### src/rtl/ternary_pkg.sv
// Shared trit encodings, FSM state type and half-add helper for the ternary serial adder.
package ternary_pkg;

   localparam logic [1:0] TRIT_0   = 2'b00;
   localparam logic [1:0] TRIT_1   = 2'b01;
   localparam logic [1:0] TRIT_2   = 2'b10;
   localparam logic [1:0] TRIT_BAD = 2'b11;

   typedef enum logic [1:0] {
      IDLE = 2'b00,
      ADD  = 2'b01,
      DONE = 2'b10
   } state_e;

   // Half add of two legal trits: returns {carry, sum_trit}.
   function automatic logic [2:0] trit_half_add(input logic [1:0] x, input logic [1:0] y);
      logic [2:0] t;
      logic       c;
      t = {1'b0, x} + {1'b0, y};
      c = 1'b0;
      if (t >= 3'd3) begin
         t = t - 3'd3;
         c = 1'b1;
      end
      return {c, t[1:0]};
   endfunction

endpackage

### src/rtl/ternary_digit_adder.sv
// Combinational ternary full-adder digit built from two half-add stages.
module ternary_digit_adder
   import ternary_pkg::*;
(
   input  logic [1:0] a_i,
   input  logic [1:0] b_i,
   input  logic       carry_i,
   output logic [1:0] sum_o,
   output logic       carry_o
);

   logic [2:0] stage1;
   logic [2:0] stage2;

   // a+b first, then fold in the carry; the two partial carries can never both be set.
   always_comb begin
      stage1  = trit_half_add(a_i, b_i);
      stage2  = trit_half_add(stage1[1:0], {1'b0, carry_i});
      sum_o   = stage2[1:0];
      carry_o = stage1[2] | stage2[2];
   end

endmodule

### src/rtl/ternary_serial_adder.sv
// Digit-serial ternary adder: one trit per clock, LSD first, valid/ready on both sides.
// Optional feature macro: TERNARY_ILLEGAL_CHECK_EN (sticky err on any 11-coded operand trit).
// Without the macro err is tied 0; 11 trits are masked to 0 for arithmetic in both builds.
module ternary_serial_adder
   import ternary_pkg::*;
#(
   parameter int unsigned DIGITS = 4
) (
   input  logic                  CLOCK_50,
   input  logic                  RESETN,
   input  logic                  in_valid,
   output logic                  in_ready,
   input  logic [2*DIGITS-1:0]   a,
   input  logic [2*DIGITS-1:0]   b,
   output logic                  out_valid,
   input  logic                  out_ready,
   output logic [2*DIGITS-1:0]   sum,
   output logic                  carry_out,
   output logic                  err
);

   localparam int unsigned CNT_W = $clog2(DIGITS + 1);
   localparam int unsigned W     = 2 * DIGITS;

   state_e          state_q, state_d;
   logic [W-1:0]    a_q, a_d;
   logic [W-1:0]    b_q, b_d;
   logic [W-1:0]    sum_q, sum_d;
   logic            carry_q, carry_d;
   logic [CNT_W-1:0] cnt_q, cnt_d;

   logic [1:0]      dig_a, dig_b, dig_sum;
   logic            dig_carry;
   logic [W-1:0]    sum_ins;

   // Current digit always sits at the bottom of the operand shift registers.
   always_comb begin
      dig_a = (a_q[1:0] == TRIT_BAD) ? TRIT_0 : a_q[1:0];
      dig_b = (b_q[1:0] == TRIT_BAD) ? TRIT_0 : b_q[1:0];
   end

   ternary_digit_adder u_digit (
      .a_i     (dig_a),
      .b_i     (dig_b),
      .carry_i (carry_q),
      .sum_o   (dig_sum),
      .carry_o (dig_carry)
   );

   // New sum trit enters at the MSD end so the result is LSD-aligned after DIGITS shifts.
   always_comb begin
      sum_ins          = '0;
      sum_ins[W-1-:2]  = dig_sum;
   end

`ifdef TERNARY_ILLEGAL_CHECK_EN
   logic err_q, err_d;
   logic bad_trit;

   // Flag any illegal trit of the digit being consumed this cycle.
   always_comb begin
      bad_trit = (a_q[1:0] == TRIT_BAD) || (b_q[1:0] == TRIT_BAD);
   end

   // Sticky error: cleared on accept, set by any illegal trit while adding.
   always_comb begin
      err_d = err_q;
      if (state_q == IDLE && in_valid) begin
         err_d = 1'b0;
      end else if (state_q == ADD && bad_trit) begin
         err_d = 1'b1;
      end
   end

   // Error flag register.
   always_ff @(posedge CLOCK_50 or negedge RESETN) begin
      if (!RESETN) begin
         err_q <= 1'b0;
      end else begin
         err_q <= err_d;
      end
   end

   assign err = err_q;
`else
   assign err = 1'b0;
`endif

   // Next-state and datapath update for the accept/add/hold sequence.
   always_comb begin
      state_d = state_q;
      a_d     = a_q;
      b_d     = b_q;
      sum_d   = sum_q;
      carry_d = carry_q;
      cnt_d   = cnt_q;
      unique case (state_q)
         IDLE: begin
            if (in_valid) begin
               a_d     = a;
               b_d     = b;
               carry_d = 1'b0;
               cnt_d   = '0;
               state_d = ADD;
            end
         end
         ADD: begin
            a_d     = a_q >> 2;
            b_d     = b_q >> 2;
            sum_d   = (sum_q >> 2) | sum_ins;
            carry_d = dig_carry;
            cnt_d   = cnt_q + CNT_W'(1);
            if (cnt_q == CNT_W'(DIGITS - 1)) begin
               state_d = DONE;
            end
         end
         DONE: begin
            if (out_ready) begin
               state_d = IDLE;
            end
         end
         default: state_d = IDLE;
      endcase
   end

   // State, operand, sum, carry and counter registers.
   always_ff @(posedge CLOCK_50 or negedge RESETN) begin
      if (!RESETN) begin
         state_q <= IDLE;
         a_q     <= '0;
         b_q     <= '0;
         sum_q   <= '0;
         carry_q <= 1'b0;
         cnt_q   <= '0;
      end else begin
         state_q <= state_d;
         a_q     <= a_d;
         b_q     <= b_d;
         sum_q   <= sum_d;
         carry_q <= carry_d;
         cnt_q   <= cnt_d;
      end
   end

   assign in_ready  = (state_q == IDLE);
   assign out_valid = (state_q == DONE);
   assign sum       = sum_q;
   assign carry_out = carry_q;

endmodule

### config.mk
export PLATFORM = sky130hd
export DESIGN_NAME = ternary_serial_adder
export DESIGN_NICKNAME = d
export VERILOG_FILES = /design/src/rtl/ternary_pkg.sv /design/src/rtl/ternary_digit_adder.sv /design/src/rtl/ternary_serial_adder.sv
export SDC_FILE = /design/constraint.sdc
export NUM_CORES = 1
export LEC_CHECK = 0
export ABC_AREA = 1
export CORE_MARGIN = 8
export CORE_UTILIZATION = 60
export CTS_BUF_LIST = sky130_fd_sc_hd__clkbuf_4 sky130_fd_sc_hd__clkbuf_8
export CTS_CLUSTER_SIZE = 20
export DETAILED_ROUTE_END_ITERATION = 6
export DONT_BUFFER_PORTS = 1
export HOLD_SLACK_MARGIN = 0.15
export PLACE_DENSITY = 0.76
export SLEW_MARGIN = 20
export SYNTH_ARGS = -nofsm -noshare
export SYNTH_HDL_FRONTEND = slang
export SYNTH_SLANG_ARGS = --single-unit
### constraint.sdc
create_clock -name CLOCK_50 -period 3.3 [get_ports CLOCK_50]
set_input_delay 0.33 -clock CLOCK_50 [delete_from_list [all_inputs] [get_ports CLOCK_50]]
set_output_delay 0.33 -clock CLOCK_50 [all_outputs]
set_load 0.01 [all_outputs]
==> results of run 1 <==
## registers in the layout, indices dropped and copies added (netlist names)
register,flops
a_q,8
b_q,8
carry_out,1
cnt_q,3
state_q,2
sum,8
## cells in the mapped netlist
| library cell | number |
|---|---|
| nand2_1 | 68 |
| inv_1 | 36 |
| dfrtp_1 | 30 |
| nand3_1 | 29 |
| nor2_1 | 9 |
| ha_1 | 6 |
| o21ai_0 | 6 |
| buf_4 | 3 |
| buf_6 | 3 |
| nand2_4 | 3 |
| o21ai_1 | 3 |
| buf_2 | 2 |
| buf_8 | 2 |
| fa_1 | 2 |
| a21oi_1 | 1 |
| conb_1 | 1 |
| inv_2 | 1 |
| nor2_2 | 1 |
| o211ai_1 | 1 |
| o22ai_1 | 1 |
| o31ai_1 | 1 |
| xor2_1 | 1 |
## path summary, 6_finish.rpt
| check | end | depth (start not counted) | slack, ns |
|---|---|---|---|
| min in group asynchronous | cnt_q[2]$_DFFE_PN0P_ | 2 | 0.43 |
| max in group asynchronous | a_q[6]$_DFFE_PN0P_ | 2 | 2.70 |
| min reg2reg | cnt_q[0]$_DFFE_PN0P_ | 1 | 0.49 |
| max reg2reg | sum[7]$_DFFE_PN0P_ | 16 | 0.29 |
| min | a_q[4]$_DFFE_PN0P_ | 4 | 0.22 |
| max | sum[7]$_DFFE_PN0P_ | 16 | 0.29 |
## power by group
part	internal (mW)	switching, mW	total (mW)
combinational	0.429	0.731	1.16
sequential	0.544	0.163	0.707
clock	0.157	0.126	0.283
## critical path, stage by stage (launching register included)
cell	delay [ns]
dfrtp_1	0.41
inv_1	0.06
nor2_1	0.04
ha_1	0.20
fa_1	0.48
ha_1	0.21
nor2_2	0.16
nand2_1	0.09
nand2_1	0.07
nand2_1	0.06
inv_1	0.07
ha_1	0.26
fa_1	0.47
inv_1	0.11
nand2_1	0.06
o211ai_1	0.08
nand2_1	0.07
## metal layers
metal	GRT usage	share of wire	vias up
met5	0	0	-
met4	0.102	0.024	0
met3	0.0565	0.064	8
met2	0.282	0.51	45
met1	0.181	0.40	585
li1	-	-	647
## cells by family (layout without fill, tap and decap cells)
group | count (synthesis) | after routing | share of synthesized area
AO/OA/AOI/OAI | 13 | 13 | 0.0430
XOR/XNOR | 1 | 1 | 0.00528
adder cells (fa/ha/maj) | 8 | 8 | 0.0694
buffers and inverters | 47 | 52 | 0.142
flip-flops | 30 | 30 | 0.452
other | 1 | 2 | 0.00226
AND/OR/NAND/NOR | 110 | 110 | 0.286
## per-stage QoR
step                utilization  std cells
floorplan                     -        210
global placement          0.596        231
detailed placement        0.596        231
CTS                       0.655        246
global route              0.656        246
finish                    0.657        247
## layout make-up
type,count,area share
flip-flops and latches,30,0.426
clock buffers,5,0.0213
inverters,37,0.0787
multi-input cells,133,0.383
clock inverters,3,0.0227
repair buffers,7,0.0454
well taps,31,0.0220
diodes,1,0.00142
## repair_timing
item / CTS / global route
endpoints found under the setup margin: 0 / 2
hold buffers: 7 / 0
gates resized for setup: 0 / 1
hold endpoints to repair: 35 / 0
==> results.py, run 1 <==
metrics = {
    "clock_network": {
        "cts_tree": "done",
        "cts_max_path_buffers": 2,
        "worstSkewPairLatency_ns": 0.33,
        "clkTransAtPathRegs_ns": 0.09,
        "root_buffer": "clkbuf_4",
        "cts_max_level": 2,
        "post-cts-setup-buffer-count": 0,
        "numCtsBuffers": 5,
        "cts.sinks": 30,
    },
    "setup_path": {
        "worstSetupEndpointType": "register",
        "critPathKind": "register to register",
        "startpoint": "a_q[0]$_DFFE_PN0P_",
        "arrival_ns": 3.22,
        "startpoint_type": "register",
        "cp_max_fo": 4,
        "worstReg2RegStart": "a_q[0]$_DFFE_PN0P_",
        "crit_required_ns": 3.52,
    },
    "logic_synthesis": {
        "syn_avg_cell_area_um2": 7.90,
        "synth_seq_cells": 30,
        "synth_cell_types": 22,
        "syn_area_um2": 1660,
        "postSynthCellCount": 210,
        "synth_top_area_cell": "dfrtp_1",
        "synth_nets": 238,
        "ys.warnings.count": 0,
        "synth_top_area_share": 0.452,
        "yosysSeqAreaShare": 0.452,
        "synth_area_leaders": "dfrtp_1, nand2_1, nand3_1, inv_1, ha_1",
    },
    "placed_design": {
        "place.gp.congestion": 0.744,
        "numPortBuffers": 0,
        "dp_slack_ns": 0.296,
        "hpwl_mm": 2.25,
        "place_area_um2": 1600,
    },
    "sta": {
        "worst_pin_slew_ns": 0.627,
        "min_period_ns": 3.01,
        "final_hold_viol_count": 0,
        "slew_viol_final": 0,
        "holdWs_ns": 0.220,
        "setup_ws_ns": 0.294,
        "max_slew_margin": 0.582,
        "finalSetupViolCount": 0,
        "rsz0062_at_grt": "no",
        "fin_skew_ns": 0.00782,
        "period_share": 0.911,
        "max_freq_ghz": 0.333,
        "totalNegativeSetupSlack_ns": 0,
    },
    "min_path": {
        "hold_path_class": "input pin to register",
        "hold_start": "a[4]",
    },
    "route": {
        "avgRoutedWirePerCell_um": 13.5,
        "vias_per_cell": 5.20,
        "drtPass1Iterations": 4,
        "wl_mm": 3.33,
        "ant_nets": 0,
        "drt_iter0_drc": 33,
        "remaining_drc_errors": 0,
        "vias": 1285,
    },
    "power": {
        "power_mw": 2.15,
        "peakVddDrop_uv": 981,
        "cellPowerDensity_nw_per_um2": 1220,
        "power.leakage_nw": 1.00,
    },
    "final_layout": {
        "final_common_cell": "nand2_1",
        "seqCellArea_um2": 751,
        "final_cell_mix": "nand2_1, inv_1, dfrtp_1, nand3_1, nor2_1",
        "syn_to_final_growth_pct": 6.33,
        "fin_area_um2": 1760,
        "multiInputGateArea_um2": 676,
        "layout-drive-gt1-share": 0.0698,
        "nFillCells": 234,
        "fin_nets": 242,
    },
    "die": {
        "coreArea_um2": 2690,
        "die_x_um": 68.6,
        "row_count": 19,
        "die_area_um2": 4700,
        "io_pins": 32,
        "die-height_um": 68.6,
        "initial_core_util": 0.618,
    },
    "global_routing": {
        "antenna_found_initial": 0,
        "grt.overflow.total": 0,
        "grt_pass1_vias": 1356,
        "grt_pass1_wl_mm": 5.87,
        "track_usage": 0.169,
        "grt_max_degree": 39,
    },
    "job": {
        "cap_violations": 0,
    },
    "outcome": {
        "status": "completed",
    },
}
(Power assumes the default switching activity.)
==> inputs of run 2 (changes only) <==
CORE_MARGIN = default   (was 8)
==> run 2 against run 1 <==
  * Critical path depth is the same
  * Sequential cell count is the same
  * Cell area shrank 0.99%
  * Core utilization grew 3.0 points
  * Critical path type unchanged
  * Critical endpoint unchanged
  * Largest power group unchanged
==> results.py, run 2 (synthesis gave the netlist of run 1 again) <==
metrics = {
    "outcome": {
        "status": "completed",
    },
    "setup_path": {
        "cp_max_fo": 4,
        "worstReg2RegStart": "a_q[0]$_DFFE_PN0P_",
        "critPathKind": "register to register",
        "rr_worst_depth": 16,
        "worstSetupEndpointType": "register",
        "ff2ff_setup_slack_ns": 0.29,
        "r2r-end": "sum[7]$_DFFE_PN0P_",
        "startpoint_type": "register",
        "arrival_ns": 3.24,
        "crit_required_ns": 3.53,
    },
    "placed_design": {
        "numPortBuffers": 0,
        "place.gp.congestion": 0.718,
        "place_area_um2": 1600,
        "hpwl_mm": 2.00,
    },
    "power": {
        "power_switching_mw": 1.02,
        "pwr-share-clk": 0.117,
        "power.leakage_nw": 0.995,
        "internal_power_mw": 1.08,
        "peakVddDrop_uv": 1050,
        "p_seq_frac": 0.337,
        "p_sw_frac": 0.485,
        "cellPowerDensity_nw_per_um2": 1200,
        "comb_power_share": 0.547,
    },
    "final_layout": {
        "final_cell_mix": "nand2_1, inv_1, dfrtp_1, nand3_1, nor2_1",
        "final_common_cell": "nand2_1",
        "final_util": 0.686,
        "nFillCells": 240,
        "antenna_cells": 0,
        "fin_area_um2": 1750,
        "syn_to_final_growth_pct": 5.28,
        "layout-drive-gt1-share": 0.0698,
        "fin_nets": 242,
    },
    "clock_network": {
        "cts_max_level": 2,
        "cts_max_path_buffers": 2,
        "cts.sinks": 30,
        "cts_tree": "done",
        "clkTransAtPathRegs_ns": 0.10,
        "numCtsBuffers": 5,
        "worstSkewPairLatency_ns": 0.34,
        "root_buffer": "clkbuf_4",
    },
    "route": {
        "avgRoutedWirePerCell_um": 12.8,
        "vias": 1313,
        "drtPass1Iterations": 4,
        "wl_mm": 3.14,
        "remaining_drc_errors": 0,
        "ant_nets": 0,
        "vias_per_cell": 5.36,
        "drt_iter0_drc": 23,
    },
    "sta": {
        "max_slew_margin": 0.564,
        "worst_pin_slew_ns": 0.654,
        "finalSetupViolCount": 0,
        "slew_viol_final": 0,
        "holdWs_ns": 0.212,
        "max_freq_ghz": 0.332,
        "fin_skew_ns": 0.00794,
        "period_share": 0.912,
        "rsz0062_at_grt": "no",
        "totalNegativeSetupSlack_ns": 0,
        "final_hold_viol_count": 0,
        "min_period_ns": 3.01,
    },
    "global_routing": {
        "track_usage": 0.255,
        "grt_pass1_wl_mm": 5.20,
        "grt_pass1_vias": 1306,
        "grt.overflow.total": 0,
        "grt_max_degree": 39,
        "antenna_found_initial": 0,
    },
    "min_path": {
        "hold_start": "a[1]",
        "whs_path_depth": 4,
        "hold_path_class": "input pin to register",
        "hold_end": "a_q[1]$_DFFE_PN0P_",
    },
    "die": {
        "die_x_um": 54.6,
        "io_pins": 32,
        "die-height_um": 54.6,
        "initial_core_util": 0.652,
        "die_area_um2": 2980,
        "row_count": 18,
        "coreArea_um2": 2540,
    },
    "job": {
        "cap_violations": 0,
    },
}
## run 2: cell count changes in the layout (fill, tap and decap cells not counted), sizes merged
cell	change
clkbuf	+2
clkinv	-1
diode	-1
bufinv	-1
## run 2: metal layers
metal / routed length, um / global-route usage
met4: 76 / 0.141
met5: 0 / 0
met2: 1560 / 0.456
met3: 141 / 0.0667
met1: 1360 / 0.266
## run 2: worst max path at each step
stage                             from               endpoint  slack, ns  depth (start not counted)
floorplan           a_q[0]$_DFFE_PN0P_     sum[7]$_DFFE_PN0P_       0.50                         16
global placement    a_q[0]$_DFFE_PN0P_     sum[7]$_DFFE_PN0P_       0.45                         16
detailed placement  a_q[0]$_DFFE_PN0P_     sum[7]$_DFFE_PN0P_       0.24                         15
global route        a_q[0]$_DFFE_PN0P_  carry_out$_DFFE_PN0P_       0.06                         16
CTS                 a_q[0]$_DFFE_PN0P_     sum[7]$_DFFE_PN0P_       0.22                         16
finish              a_q[0]$_DFFE_PN0P_     sum[7]$_DFFE_PN0P_       0.29                         16
## run 2: layout make-up
type	count	area [um2]	area share
clock inverters	1	5.00	0.00287
clock buffers	7	58.8	0.0337
multi-input cells	133	676	0.387
repair buffers	7	80.1	0.0458
well taps	30	37.5	0.0215
flip-flops and latches	30	751	0.430
inverters	37	139	0.0795
## run 2: timing repair
action,in CTS,in global routing
resized for setup,0,1
endpoints found under the hold margin,35,0
endpoints found under the setup margin,0,1
buffers inserted,0,0
hold buffers,7,0
## run 2: critical path: stages (launching register included)
cell and delay [ns]:
dfrtp_1 0.41, inv_1 0.06, nor2_1 0.04, ha_1 0.20, fa_1 0.48, ha_1 0.21, nor2_2 0.16, nand2_1 0.09
nand2_1 0.08, nand2_1 0.06, inv_1 0.06, ha_1 0.26, fa_1 0.47, inv_1 0.11, nand2_1 0.06, o211ai_1 0.09
nand2_1 0.06
## run 2: power by group through the flow
stage	combinational, mW	clock [mW]	sequential (mW)
floorplan	1.06	0	0.653
global placement	1.05	0	0.703
detailed placement	1.13	0	0.711
CTS	1.15	0.245	0.705
global route	1.34	0.257	0.736
finish	1.15	0.244	0.705
## run 2: stage by stage
stage	setup WS (ns)	power, mW	cells
after floorplan	0.497	1.71	210
after CTS	0.224	2.10	245
final	0.289	2.09	245
after global placement	0.451	1.75	230
after global routing	0.0561	2.34	245
after detailed placement	0.241	1.84	230
==> inputs of run 3 (changes only) <==
==> constraint.sdc (replaced) <==
create_clock -name CLOCK_50 -period 3.3 [get_ports CLOCK_50]
set_input_delay 0.825 -clock CLOCK_50 [delete_from_list [all_inputs] [get_ports CLOCK_50]]
set_output_delay 0.825 -clock CLOCK_50 [all_outputs]
set_load 0.01 [all_outputs]
==> run 3 against run 2 <==
  * Core utilization fell by 3.1 points
  * Largest cell class unchanged
  * Critical endpoint unchanged
  * Critical path type unchanged
  * Setup slack better by 0.0098 ns
  * Sequential share of layout area grew 2.1 points
  * Die area unchanged
  * Register-to-register slack is essentially flat
  * Clock skew up 0.0056 ns
  * Clock power hardly changed
==> results.py, run 3 (synthesis gave the netlist of run 1 again) <==
metrics = {
    "outcome": {
        "status": "completed",
    },
    "final_layout": {
        "final_common_cell": "nand2_1",
        "final_cell_mix": "nand2_1, inv_1, dfrtp_1, nand3_1, nor2_1",
        "fin_area_um2": 1670,
        "antenna_cells": 0,
        "fin_nets": 235,
        "layout-drive-gt1-share": 0.0673,
        "syn_to_final_growth_pct": 0.453,
        "nFillCells": 255,
        "seqCellArea_um2": 751,
        "multiInputGateArea_um2": 676,
    },
    "power": {
        "power_mw": 2.08,
        "power.leakage_nw": 0.961,
        "cellPowerDensity_nw_per_um2": 1250,
        "peakVddDrop_uv": 1060,
    },
    "sta": {
        "finalSetupViolCount": 0,
        "max_freq_ghz": 0.333,
        "slew_viol_final": 0,
        "final_hold_viol_count": 0,
        "totalNegativeSetupSlack_ns": 0,
        "fin_skew_ns": 0.0136,
        "rsz0062_at_grt": "no",
        "min_period_ns": 3.00,
        "max_slew_margin": 0.571,
        "setup_ws_ns": 0.299,
        "worst_pin_slew_ns": 0.643,
        "period_share": 0.909,
    },
    "setup_path": {
        "worstSetupEndpointType": "register",
        "cp_slowest_cell": "fa_1",
        "cpPeakStageDelay_ns": 0.48,
        "crit_required_ns": 3.53,
        "startpoint_type": "register",
        "critPathMostFrequentCell": "nand2_1",
        "crit_chain": "inv_1 > nor2_1 > ha_1 > fa_1 > ha_1 > nor2_2 > nand2_1 > nand2_1 > nand2_1 > inv_1 > ha_1 > fa_1 > inv_1 > nand2_1 > o211ai_1 > nand2_1",
        "critPathKind": "register to register",
        "cp_max_fo": 4,
        "arrival_ns": 3.24,
    },
    "route": {
        "vias": 1263,
        "wl_mm": 2.94,
        "drt_iter0_drc": 21,
        "vias_per_cell": 5.31,
        "drtPass1Iterations": 4,
        "ant_nets": 0,
        "avgRoutedWirePerCell_um": 12.4,
        "remaining_drc_errors": 0,
    },
    "clock_network": {
        "worstSkewPairLatency_ns": 0.34,
        "post-cts-setup-buffer-count": 0,
        "cts_hold_buffers": 0,
        "numCtsBuffers": 5,
        "cts_tree": "done",
        "cts_resized": 0,
        "cts_max_path_buffers": 2,
        "cts_max_level": 2,
        "clkTransAtPathRegs_ns": 0.10,
        "cts.sinks": 30,
        "root_buffer": "clkbuf_4",
    },
    "global_routing": {
        "grt_max_degree": 39,
        "track_usage": 0.241,
        "grt_pass1_vias": 1243,
        "grt_pass1_wl_mm": 4.93,
        "antenna_found_initial": 0,
        "grt.overflow.total": 0,
    },
    "die": {
        "die_area_um2": 2980,
        "row_count": 18,
        "die-height_um": 54.6,
        "initial_core_util": 0.652,
        "coreArea_um2": 2540,
        "die_x_um": 54.6,
        "io_pins": 32,
    },
    "job": {
        "cap_violations": 0,
    },
    "placed_design": {
        "hpwl_mm": 2.00,
        "numPortBuffers": 0,
        "place_area_um2": 1600,
        "place.gp.congestion": 0.718,
        "dp_slack_ns": 0.241,
    },
    "min_path": {
        "hold_path_class": "input pin to async pin",
    },
}
==> run 3: power by group <==
group	total, mW	internal [mW]	switching (mW)
Sequential	0.704	0.545	0.160
Combinational	1.13	0.416	0.714
Clock	0.242	0.111	0.130
Total	2.08	1.07	1.00
==> run 3: stage by stage <==
step                std cells  utilization  hold slack, ns
floorplan                 210            -           0.450
global placement          230        0.629           0.463
detailed placement        230        0.629           0.480
CTS                       238        0.654           0.160
global route              238        0.655           0.153
finish                    238        0.655           0.165
==> run 3: area by class of cell <==
cell class                      count  area share
Clock inverter                      1     0.00300
Sequential cell                    30       0.450
Inverter                           37      0.0833
Tap cell                           30      0.0225
Multi-Input combinational cell    133       0.405
Clock buffer                        7      0.0353
==> run 3: metal layers <==
| metal | GRT usage | part of all wire | up-vias |
|---|---|---|---|
| met4 | 0.115 | 0.020 | 0 |
| met1 | 0.252 | 0.43 | 587 |
| met5 | 0 | 0 | - |
| li1 | - | - | 628 |
| met2 | 0.444 | 0.50 | 40 |
| met3 | 0.0583 | 0.049 | 8 |
==> run 3: final timing paths <==
path | startpoint | endpoint | slack [ns] | cells past startpoint
max in group asynchronous | RESETN | b_q[2]$_DFFE_PN0P_ | 3.05 | 0
min reg2reg | cnt_q[0]$_DFFE_PN0P_ | cnt_q[0]$_DFFE_PN0P_ | 0.49 | 1
min | RESETN | sum[1]$_DFFE_PN0P_ | 0.17 | 0
min in group CLOCK_50 | cnt_q[0]$_DFFE_PN0P_ | cnt_q[0]$_DFFE_PN0P_ | 0.49 | 1
max reg2reg | a_q[0]$_DFFE_PN0P_ | sum[7]$_DFFE_PN0P_ | 0.30 | 16
max | a_q[0]$_DFFE_PN0P_ | sum[7]$_DFFE_PN0P_ | 0.30 | 16
==> run 3: critical path: cells and delay by family, from the launching register on <==
family / cells / cell delay [ns]
fa+ha+maj: 5 / 1.62
simple gates: 7 / 0.55
flops: 1 / 0.40
buf+inv: 3 / 0.23
compound gates: 1 / 0.09
